### src/rtl/glb_read_arbiter.sv
// Round-robin arbiter with burst lock for the shared GLB SRAM read port; rdata returns one cycle after grant.
// Optional macro GLB_ARB_PSUM_PRIORITY_EN: requester NUM_REQ-1 (psum) preempts the current burst owner.
module glb_read_arbiter #(
    parameter int unsigned NUM_REQ    = 3,
    parameter int unsigned ADDR_WIDTH = 20,
    parameter int unsigned DATA_WIDTH = 16,
    parameter int unsigned BURST_LEN  = 8
) (
    input  logic                          clk_i,
    input  logic                          reset_ni,
    input  logic [NUM_REQ-1:0]            req_i,
    input  logic [NUM_REQ*ADDR_WIDTH-1:0] req_addr_i,
    output logic [NUM_REQ-1:0]            gnt_o,
    output logic [NUM_REQ-1:0]            rvalid_o,
    output logic [DATA_WIDTH-1:0]         rdata_o,
    input  logic                          glb_busy_i,
    output logic                          glb_re_o,
    output logic [ADDR_WIDTH-1:0]         glb_addr_o,
    input  logic [DATA_WIDTH-1:0]         glb_rdata_i
);

    localparam int unsigned IDX_W = $clog2(NUM_REQ);
    localparam int unsigned CNT_W = 8;
    localparam logic [CNT_W-1:0] BURST_MAX = CNT_W'(BURST_LEN);
    localparam logic [IDX_W-1:0] LAST_IDX  = IDX_W'(NUM_REQ - 1);

    typedef enum logic {IDLE, BURST} state_e;

    // With BURST_LEN=1 there is nothing to lock, so every grant stays a fresh arbitration from IDLE.
    localparam state_e GRANT_STATE = (BURST_LEN > 1) ? BURST : IDLE;

    state_e             state_q, state_d;
    logic [IDX_W-1:0]   owner_q, owner_d;
    logic [CNT_W-1:0]   cnt_q, cnt_d;
    logic [IDX_W-1:0]   rr_q, rr_d;
    logic [NUM_REQ-1:0] rvalid_q;

    logic               win_vld;
    logic [IDX_W-1:0]   win_idx;
    logic               do_fresh;
    logic [IDX_W-1:0]   fresh_start;
    logic [IDX_W-1:0]   fresh_idx;
    logic [NUM_REQ-1:0] others;
    logic               own_req;

    function automatic logic [IDX_W-1:0] inc_idx(input logic [IDX_W-1:0] x);
        return (x == LAST_IDX) ? '0 : x + IDX_W'(1);
    endfunction

    function automatic logic [IDX_W-1:0] rr_pick(input logic [NUM_REQ-1:0] r,
                                                 input logic [IDX_W-1:0]   start);
        logic [IDX_W-1:0] idx;
        logic [IDX_W-1:0] res;
        logic             found;
        idx   = start;
        res   = start;
        found = 1'b0;
        for (int unsigned k = 0; k < NUM_REQ; k++) begin
            if (!found && r[idx]) begin
                res   = idx;
                found = 1'b1;
            end
            idx = inc_idx(idx);
        end
        return res;
    endfunction

    // State register
    always_ff @(posedge clk_i or negedge reset_ni) begin
        if (!reset_ni) begin
            state_q  <= IDLE;
            owner_q  <= '0;
            cnt_q    <= '0;
            rr_q     <= '0;
            rvalid_q <= '0;
        end else begin
            state_q  <= state_d;
            owner_q  <= owner_d;
            cnt_q    <= cnt_d;
            rr_q     <= rr_d;
            rvalid_q <= gnt_o;
        end
    end

    // Next-state and grant decision
    always_comb begin
        state_d     = state_q;
        owner_d     = owner_q;
        cnt_d       = cnt_q;
        rr_d        = rr_q;
        win_vld     = 1'b0;
        win_idx     = owner_q;
        do_fresh    = 1'b0;
        fresh_start = rr_q;
        others      = req_i;
        others[owner_q] = 1'b0;
        own_req     = req_i[owner_q];

        if (!glb_busy_i) begin
`ifdef GLB_ARB_PSUM_PRIORITY_EN
            if (req_i[NUM_REQ-1] && !(state_q == BURST && owner_q == LAST_IDX)) begin
                win_vld = 1'b1;
                win_idx = LAST_IDX;
                owner_d = LAST_IDX;
                cnt_d   = CNT_W'(1);
                state_d = GRANT_STATE;
                rr_d    = (state_q == BURST) ? inc_idx(owner_q) : '0;
            end else
`endif
            if (state_q == IDLE) begin
                do_fresh = |req_i;
            end else if (own_req && (cnt_q < BURST_MAX)) begin
                win_vld = 1'b1;
                cnt_d   = cnt_q + CNT_W'(1);
            end else if (own_req && (others == '0)) begin
                win_vld = 1'b1;
                cnt_d   = CNT_W'(1);
            end else if (own_req) begin
                do_fresh    = 1'b1;
                fresh_start = inc_idx(owner_q);
            end else if (|req_i) begin
                do_fresh = 1'b1;
            end else begin
                state_d = IDLE;
                rr_d    = inc_idx(owner_q);
            end
        end

        fresh_idx = rr_pick(req_i, fresh_start);
        if (do_fresh) begin
            win_vld = 1'b1;
            win_idx = fresh_idx;
            owner_d = fresh_idx;
            cnt_d   = CNT_W'(1);
            rr_d    = inc_idx(fresh_idx);
            state_d = GRANT_STATE;
        end
    end

    // Grant and GLB port drive
    always_comb begin
        gnt_o      = '0;
        glb_addr_o = '0;
        if (win_vld) begin
            gnt_o[win_idx] = 1'b1;
            glb_addr_o     = req_addr_i[32'(win_idx)*ADDR_WIDTH +: ADDR_WIDTH];
        end
    end

    assign glb_re_o = win_vld;
    assign rvalid_o = rvalid_q;
    assign rdata_o  = glb_rdata_i;

endmodule
### config.mk
export PLATFORM = sky130hd
export DESIGN_NAME = glb_read_arbiter
export DESIGN_NICKNAME = d
export VERILOG_FILES = /design/src/rtl/glb_read_arbiter.sv
export SDC_FILE = /design/constraint.sdc
export NUM_CORES = 1
export LEC_CHECK = 0
export CORE_UTILIZATION = 30
export DETAILED_ROUTE_END_ITERATION = 10
export PLACE_DENSITY = 0.85
export SLEW_MARGIN = 5
export SYNTH_ARGS = -nofsm -noshare
export SYNTH_HDL_FRONTEND = slang
export SYNTH_SLANG_ARGS = --single-unit
### constraint.sdc
create_clock -name clk_i -period 2.8 [get_ports clk_i]
set_clock_uncertainty 0.2 [all_clocks]
set_input_delay 0.42 -clock clk_i [delete_from_list [all_inputs] [get_ports clk_i]]
set_output_delay 0.42 -clock clk_i [all_outputs]
set_load 0.005 [all_outputs]
==> results by group, run 1 <==
Setup path
  – Slowest cell on crit path: or4_4
  – Crit-path cells: or4_4 > o32ai_4 > buf_6 > o211ai_4 > and2_2 > a31oi_4 > nor3_4 > buf_6 > buf_16 > inv_12 > buf_6 > nand3_2 > a31oi_1 > buf_2
  – Worst path max stage delay: 0.57 ns
  – Reg-to-reg critical path endpoint: cnt_q[4]$_DFFE_PN0P_
  – Crit end category: primary output
  – Max FO, Critical Path: 7
  – CP delay by family, top: simple AND/OR/NAND/NOR gates
  – Critical path depth: 14
  – Crit path launch type: flip-flop
  – Worst R2R Start: cnt_q[5]$_DFFE_PN0P_
  – CP Class: flip-flop to primary output
  – Worst r2r path cells: 9
  – Most frequent CP cell: buf_6
  – CP arrival: 2.98 ns
  – Buf/Inv on CP: 6
  – Data required, critical path: 2.18 ns
  – Worst reg2reg setup slack: -0.10 ns

Route
  – Total number of vias: 2239
  – DR WL/cell: 16.0 microns
  – Initial DRC count: 124
  – Drt first pass iters: 4
  – Remaining DRCs: 0
  – Final WL: 6.55 mm
  – Via/cell ratio: 5.47
  – ANT nets after route: 0

Yosys
  – Synth unique cells: 47
  – Mapped Cells: 222
  – Syn Nets: 305
  – Yosys reg bits: 16
  – Mean Syn Cell Area: 7.64 sq um
  – Ys async rst share: 1.00
  – Ys flop type: dfrtp_1
  – Sequential area share after synthesis: 0.236
  – Synthesized cell area: 1700 sq um
  – Synth warn: 0
  – EDFF count, synth: 0

Clock tree
  – CTS tree: done
  – H-tree levels: 1
  – Worst-Skew Late Latency: 0.25 ns
  – Root Driver: clkbuf_8
  – Sink Count: 16
  – CTS buffer count: 3
  – Clock transition at path regs: 0.06 ns
  – CTS max path bufs: 2

Hold path
  – WHS Endpoint: cnt_q[0]$_DFFE_PN0P_
  – Worst hold start: cnt_q[0]$_DFFE_PN0P_
  – Hold path depth: 1
  – Hold crit path type: flip-flop to flip-flop

Die
  – # rows: 27
  – Core ar.: 5470 sq um
  – Die Span Y: 77.2 microns
  – Chip Width: 77.2 microns
  – I/O Pins: 125
  – Die area: 5960 sq um
  – Initial core utilization: 0.310

Place
  – Placed insts: 386
  – Hpwl dp: 4.25 mm
  – RePlAce Congestion: 0.879
  – Port buffer count: 92
  – Pre-CTS setup slack: -1.38 ns

Outcome
  – Failing checks: setup timing
  – Status: finished, violations left

Timing
  – Endpoints failing hold: 0
  – Worst Slack Setup Final: -0.799 ns
  – Max Fclk: 278 MHz
  – Max-slew violations: 0
  – Final worst path period need: 3.60 ns
  – Worst slew pin tran: 0.711 ns
  – Fin crit share: 1.29
  – Final setup violation count: 30
  – RSZ-0062 raised after global routing: yes
  – Slew margin rel.: 0.525

GRT
  – Total Routing Usage GR: 0.223
  – Initial antenna violation count: 0
  – Vias in the first global route: 2250
  – GRT met3 Usage: 0.0167
  – Met2 global-route usage: 0.388
  – First-pass GRT wire length: 10.7 mm
  – M1 GR Usage: 0.280
  – Maximum number of pins on one net before global-route repair: 27
  – Grt ovf: 0
  – Most Crowded Layer GR: met2

Finish
  – Final Non-Filler Cells: 409
  – Antenna fix cells: 0
  – Area delta synth->final: 88.2%
  – Fraction of layout cells with a size suffix above 1: 0.398
  – Nets: 422

Job
  – Count of max-cap constraint violations: 0

Power and ir drop
  – VDD IR max: 0.532 mV
  – Pwr/cell area: 765 nW/um^2
  – Pleak: 1.29 nW
## Yosys cell counts, types with 2 or more instances
cell      instances  area, sq um
a21oi_1           5         25.0
a31oi_1          22          138
a41oi_1           2         17.5
and2_1            3         18.8
and3_1            2         12.5
buf_2             7         35.0
buf_4            23          173
buf_6             7         78.8
clkbuf_1          3         11.3
dfrtp_1          16          400
inv_1             3         11.3
mux2i_1           2         20.0
nand2_1           7         26.3
nand2b_1          2         12.5
nand3_1          61          305
nand4_1           3         18.8
nor2_1           13         48.8
nor2b_1           2         12.5
nor3_1            6         30.0
o21ai_0           2         10.0
o22ai_1           3         18.8
o32a_1            2         20.0
or3_1             2         12.5
## report_power, final
group          switching (mW)  leakage [nW]  internal, mW
Sequential             0.0529         0.204         0.286
Combinational           0.967          1.07         0.964
Clock                  0.0761        0.0216        0.0954
Total                    1.10          1.29          1.35
## per-stage QoR
| step | utilization | setup TNS [ns] | instance area, sq um | total power [mW] | hold slack [ns] |
|---|---|---|---|---|---|
| finish | 0.583 | -16.52 | 3190 | 2.44 | 0.313 |
| global route | 0.583 | -21.09 | 3190 | 2.59 | 0.324 |
| CTS | 0.583 | -15.91 | 3190 | 2.44 | 0.310 |
| detailed placement | 0.508 | -35.27 | 2780 | 1.73 | 0.302 |
| global placement | 0.508 | -33.18 | 2780 | 1.71 | 0.291 |
| floorplan | - | -4.42 | 1770 | 1.22 | -0.0756 |
## area by class of cell
class                           count  area, sq um
Fill cell                         488         2280
Sequential cell                    16          402
Tap cell                           72         90.1
Multi-Input combinational cell    160         1200
Clock buffer                        3         41.3
Inverter                            6         46.3
Timing Repair Buffer              148         1360
Timing Repair inverter              4         53.8
## registers in the layout (all words and copies together) (netlist names)
signal	count
cnt_q	8
rr_q	2
rvalid_o	3
state_q	1
owner_q	2
## kinds of logic after synthesis
logic type / Yosys count / synth area share
fa+ha+maj: 1 / 0.00737
mux: 3 / 0.0206
flops: 16 / 0.236
compound gates: 48 / 0.205
buf+inv: 46 / 0.193
simple gates: 108 / 0.338
## per-layer routing
| metal | part of all wire | wire [microns] | up-vias |
|---|---|---|---|
| li1 | - | - | 1044 |
| met1 | 0.42 | 2720 | 1100 |
| met2 | 0.51 | 3370 | 80 |
| met3 | 0.050 | 330 | 15 |
| met4 | 0.021 | 136 | 0 |
| met5 | 0 | 0 | - |
## worst max path at each step
stage,slack (ns),end,startpoint
finish,-0.80,glb_addr_o[16],cnt_q[5]$_DFFE_PN0P_
global route,-0.94,glb_addr_o[16],cnt_q[5]$_DFFE_PN0P_
global placement,-1.30,glb_addr_o[1],req_i[2]
floorplan,-0.21,glb_addr_o[12],req_i[2]
detailed placement,-1.38,glb_addr_o[19],req_i[1]
CTS,-0.73,glb_addr_o[1],cnt_q[5]$_DFFE_PN0P_
## repair_timing
item,in CTS,in global routing
resized for setup,163,2
buffers inserted,14,2
hold buffers,0,0
cloned,6,0
pin swaps,37,8
endpoints found under the setup margin,35,36
## cells in the final DEF, fill, tap and decap left out, types with 3 or more instances in the layout
cell | Yosys | routed
a21oi_1 | 5 | 4
nor3_4 | 1 | 4
dfrtp_1 | 16 | 15
nand4_1 | 3 | 3
nor2_1 | 13 | 13
nand2_1 | 7 | 7
a31oi_1 | 22 | 21
buf_6 | 7 | 12
nand3_2 | 0 | 20
buf_2 | 7 | 23
clkbuf_8 | 0 | 3
clkdlybuf4s50_1 | 0 | 66
o22ai_1 | 3 | 3
buf_12 | 0 | 3
buf_4 | 23 | 38
inv_1 | 3 | 3
nand3_1 | 61 | 41
Note: power is estimated with default switching activity, not from simulation.
==> inputs of run 2 (changes only) <==
--- a/config.mk
+++ b/config.mk
@@ -5,8 +5,10 @@
 export SDC_FILE = /design/constraint.sdc
 export NUM_CORES = 1
 export LEC_CHECK = 0
+export CORE_MARGIN = 5
 export CORE_UTILIZATION = 30
 export DETAILED_ROUTE_END_ITERATION = 10
+export GPL_ROUTABILITY_DRIVEN = 0
 export PLACE_DENSITY = 0.85
 export SLEW_MARGIN = 5
 export SYNTH_ARGS = -nofsm -noshare
==> run 2 against run 1 <==
  * The flow still finishes with violations (setup timing)
  * Sequential power hardly changed
  * Critical path depth is 1 lower
  * First-iteration DRC count is 22% lower
  * Combinational power hardly changed
  * Final area is 2.0% higher
  * Critical endpoint is now glb_addr_o[1]
  * Power is 2.0% higher
==> results by group, run 2 (same netlist as run 1, synthesis figures left out) <==
Route
  – Drt first pass iters: 5 (was 4)
  – Via/cell ratio: 5.45 (was 5.47)
  – Final WL: 7.01 mm (was 6.55 mm)
  – Total number of vias: 2250 (was 2239)
  – DR WL/cell: 17.0 microns (was 16.0 microns)
  – Initial DRC count: 97 (was 124)
  – ANT nets after route: 0 (unchanged)
  – Remaining DRCs: 0 (unchanged)

Timing
  – Fin crit share: 1.28 (was 1.29)
  – Slew margin rel.: 0.531 (was 0.525)
  – Max-slew violations: 0 (unchanged)
  – Final worst path period need: 3.57 ns (was 3.60 ns)
  – Fin Hold WS: 0.318 ns (was 0.313 ns)
  – Max Fclk: 280 MHz (was 278 MHz)
  – Final setup violation count: 25 (was 30)
  – RSZ-0062 raised after global routing: yes (unchanged)
  – Worst Slack Setup Final: -0.773 ns (was -0.799 ns)
  – Endpoints failing hold: 0 (unchanged)
  – Worst slew pin tran: 0.701 ns (was 0.711 ns)

Clock tree
  – CTS tree: done (unchanged)
  – CTS buffer count: 3 (unchanged)
  – H-tree levels: 1 (unchanged)
  – Root Driver: clkbuf_8 (unchanged)
  – CTS max path bufs: 2 (unchanged)
  – Worst-Skew Late Latency: 0.24 ns (was 0.25 ns)
  – Clock transition at path regs: 0.06 ns (about the same)
  – Sink Count: 16 (unchanged)

Power and ir drop
  – Sw frac: 0.428 (was 0.449)
  – Pwr/cell area: 764 nW/um^2 (was 765 nW/um^2)
  – VDD IR max: 0.533 mV (was 0.532 mV)
  – Switching power: 1.06 mW (was 1.10 mW)
  – Clock network power share: 0.080 (was 0.070)
  – Combinational Power Share: 0.783 (was 0.791)
  – Reg power frac: 0.137 (was 0.139)
  – Internal Pwr Total: 1.42 mW (was 1.35 mW)
  – Pleak: 1.34 nW (was 1.29 nW)

Job
  – Count of max-cap constraint violations: 0 (unchanged)

Finish
  – Fraction of layout cells with a size suffix above 1: 0.408 (was 0.398)
  – Commonest non-fill, non-tap cell in the layout: clkdlybuf4s50_1 (unchanged)
  – Filler cell count: 469 (was 488)
  – Final Non-Filler Cells: 413 (was 409)
  – Area delta synth->final: 92.0% (was 88.2%)
  – Most frequent cells in the layout: 66 x clkdlybuf4s50_1, 45 x nand3_1, 41 x buf_4 (was 66 x clkdlybuf4s50_1, 41 x nand3_1, 38 x buf_4)
  – Antenna fix cells: 0 (unchanged)
  – Largest Register: cnt_q (unchanged)
  – Max FFs per register: 8 (unchanged)
  – Nets: 425 (was 422)

Setup path
  – Reg-to-reg critical path endpoint: rvalid_o[1]$_DFF_PN0_ (was cnt_q[4]$_DFFE_PN0P_)
  – Max FO, Critical Path: 13 (was 7)
  – Worst R2R Start: owner_q[0]$_DFF_PN0_ (was cnt_q[5]$_DFFE_PN0P_)
  – Worst r2r path cells: 11 (was 9)
  – Worst reg2reg setup slack: -0.03 ns (was -0.10 ns)
  – Critical path origin: cnt_q[3]$_DFFE_PN0P_ (was cnt_q[5]$_DFFE_PN0P_)
  – Data required, critical path: 2.18 ns (about the same)
  – CP arrival: 2.95 ns (was 2.98 ns)
  – Crit path launch type: flip-flop (unchanged)
  – Crit end category: primary output (unchanged)
  – Critical Path End: glb_addr_o[1] (was glb_addr_o[16])
  – CP Class: flip-flop to primary output (unchanged)

GRT
  – Grt ovf: 0 (unchanged)
  – Initial antenna violation count: 0 (unchanged)
  – Maximum number of pins on one net before global-route repair: 27 (unchanged)
  – First-pass GRT wire length: 10.9 mm (was 10.7 mm)
  – Total Routing Usage GR: 0.180 (was 0.223)
  – Vias in the first global route: 2409 (was 2250)

Die
  – Initial core utilization: 0.308 (was 0.310)
  – Chip Width: 85.2 microns (was 77.2 microns)
  – Die Span Y: 85.2 microns (was 77.2 microns)
  – Die area: 7260 sq um (was 5960 sq um)
  – I/O Pins: 125 (unchanged)
  – # rows: 27 (unchanged)
  – Core ar.: 5510 sq um (was 5470 sq um)

Hold path
  – Hold crit path type: flip-flop to flip-flop (unchanged)

Place
  – Hpwl dp: 4.82 mm (was 4.25 mm)
  – Placed insts: 389 (was 386)
  – Pre-CTS setup slack: -1.34 ns (was -1.38 ns)
  – Port buffer count: 92 (unchanged)

Outcome
  – Failing checks: setup timing (unchanged)
  – Status: finished, violations left (unchanged)
[run 2: cell count changes in the layout (fill, tap and decap cells not counted), sizes merged]
| cell | change |
|---|---|
| clkbuf | +1 |
| buf | +4 |
| dlygate4sd2 | +2 |
| clkdlybuf4s15 | -1 |
| inv | -2 |
[run 2: routing by layer]
layer	share of wire	vias up	track usage
met1	0.37	1075	0.192
met2	0.54	98	0.331
li1	-	1053	-
met5	0	-	0
met4	0.028	0	0.0777
met3	0.068	24	0.0447
[run 2: power by group through the flow]
stage,sequential (mW),clock (mW),combinational [mW]
floorplan,0.322,0,0.895
global placement,0.339,0,1.37
detailed placement,0.344,0,1.41
CTS,0.339,0.204,1.92
global route,0.348,0.218,2.08
finish,0.340,0.200,1.95
[run 2: area by class of cell]
type,instances,area [sq um],share of cell area
multi-input cells,160,1180,0.363
repair inverters,2,32.5,0.00998
repair buffers,153,1450,0.445
flip-flops and latches,16,400,0.123
well taps,72,90.1,0.0276
inverters,6,50.0,0.0154
clock buffers,4,55.1,0.0169
[run 2: stage by stage]
step	utilization	power [mW]	cell area, sq um	setup TNS [ns]
after floorplan	-	1.22	1770	-4.42
after global placement	0.507	1.71	2790	-33.08
after detailed placement	0.507	1.75	2790	-35.97
after CTS	0.581	2.46	3200	-16.23
after global routing	0.592	2.65	3260	-19.80
final	0.592	2.49	3260	-16.52
[run 2: repair_timing]
item,in CTS,in global routing
buffers inserted,14,4
cloned,6,0
setup endpoints to repair,36,35
hold endpoints to repair,0,0
gates resized for setup,153,12
pin swaps,28,13
hold buffers,0,0
[run 2: critical path, cell delays in order (launching register included)]
cell and delay [ns]:
dfrtp_1 0.38, or4_4 0.56, o32ai_4 0.14, buf_6 0.16, buf_6 0.10, o41ai_2 0.07
a32oi_2 0.22, nor3_2 0.08, nor3_4 0.21, buf_6 0.20, buf_12 0.15, nand3_1 0.08
a31oi_1 0.20, buf_2 0.15
[run 2: worst min-delay path by stage]
stage,startpoint,endpoint,slack (ns),cells past startpoint
2_1_floorplan,reset_ni,cnt_q[0]$_DFFE_PN0P_,-0.08,0
3_3_place_gp,cnt_q[0]$_DFFE_PN0P_,cnt_q[0]$_DFFE_PN0P_,0.29,1
3_5_place_dp,cnt_q[7]$_DFFE_PN0P_,cnt_q[7]$_DFFE_PN0P_,0.31,2
4_1_cts,cnt_q[7]$_DFFE_PN0P_,cnt_q[7]$_DFFE_PN0P_,0.32,2
5_1_grt,cnt_q[7]$_DFFE_PN0P_,cnt_q[7]$_DFFE_PN0P_,0.34,2
6_report,cnt_q[7]$_DFFE_PN0P_,cnt_q[7]$_DFFE_PN0P_,0.32,2
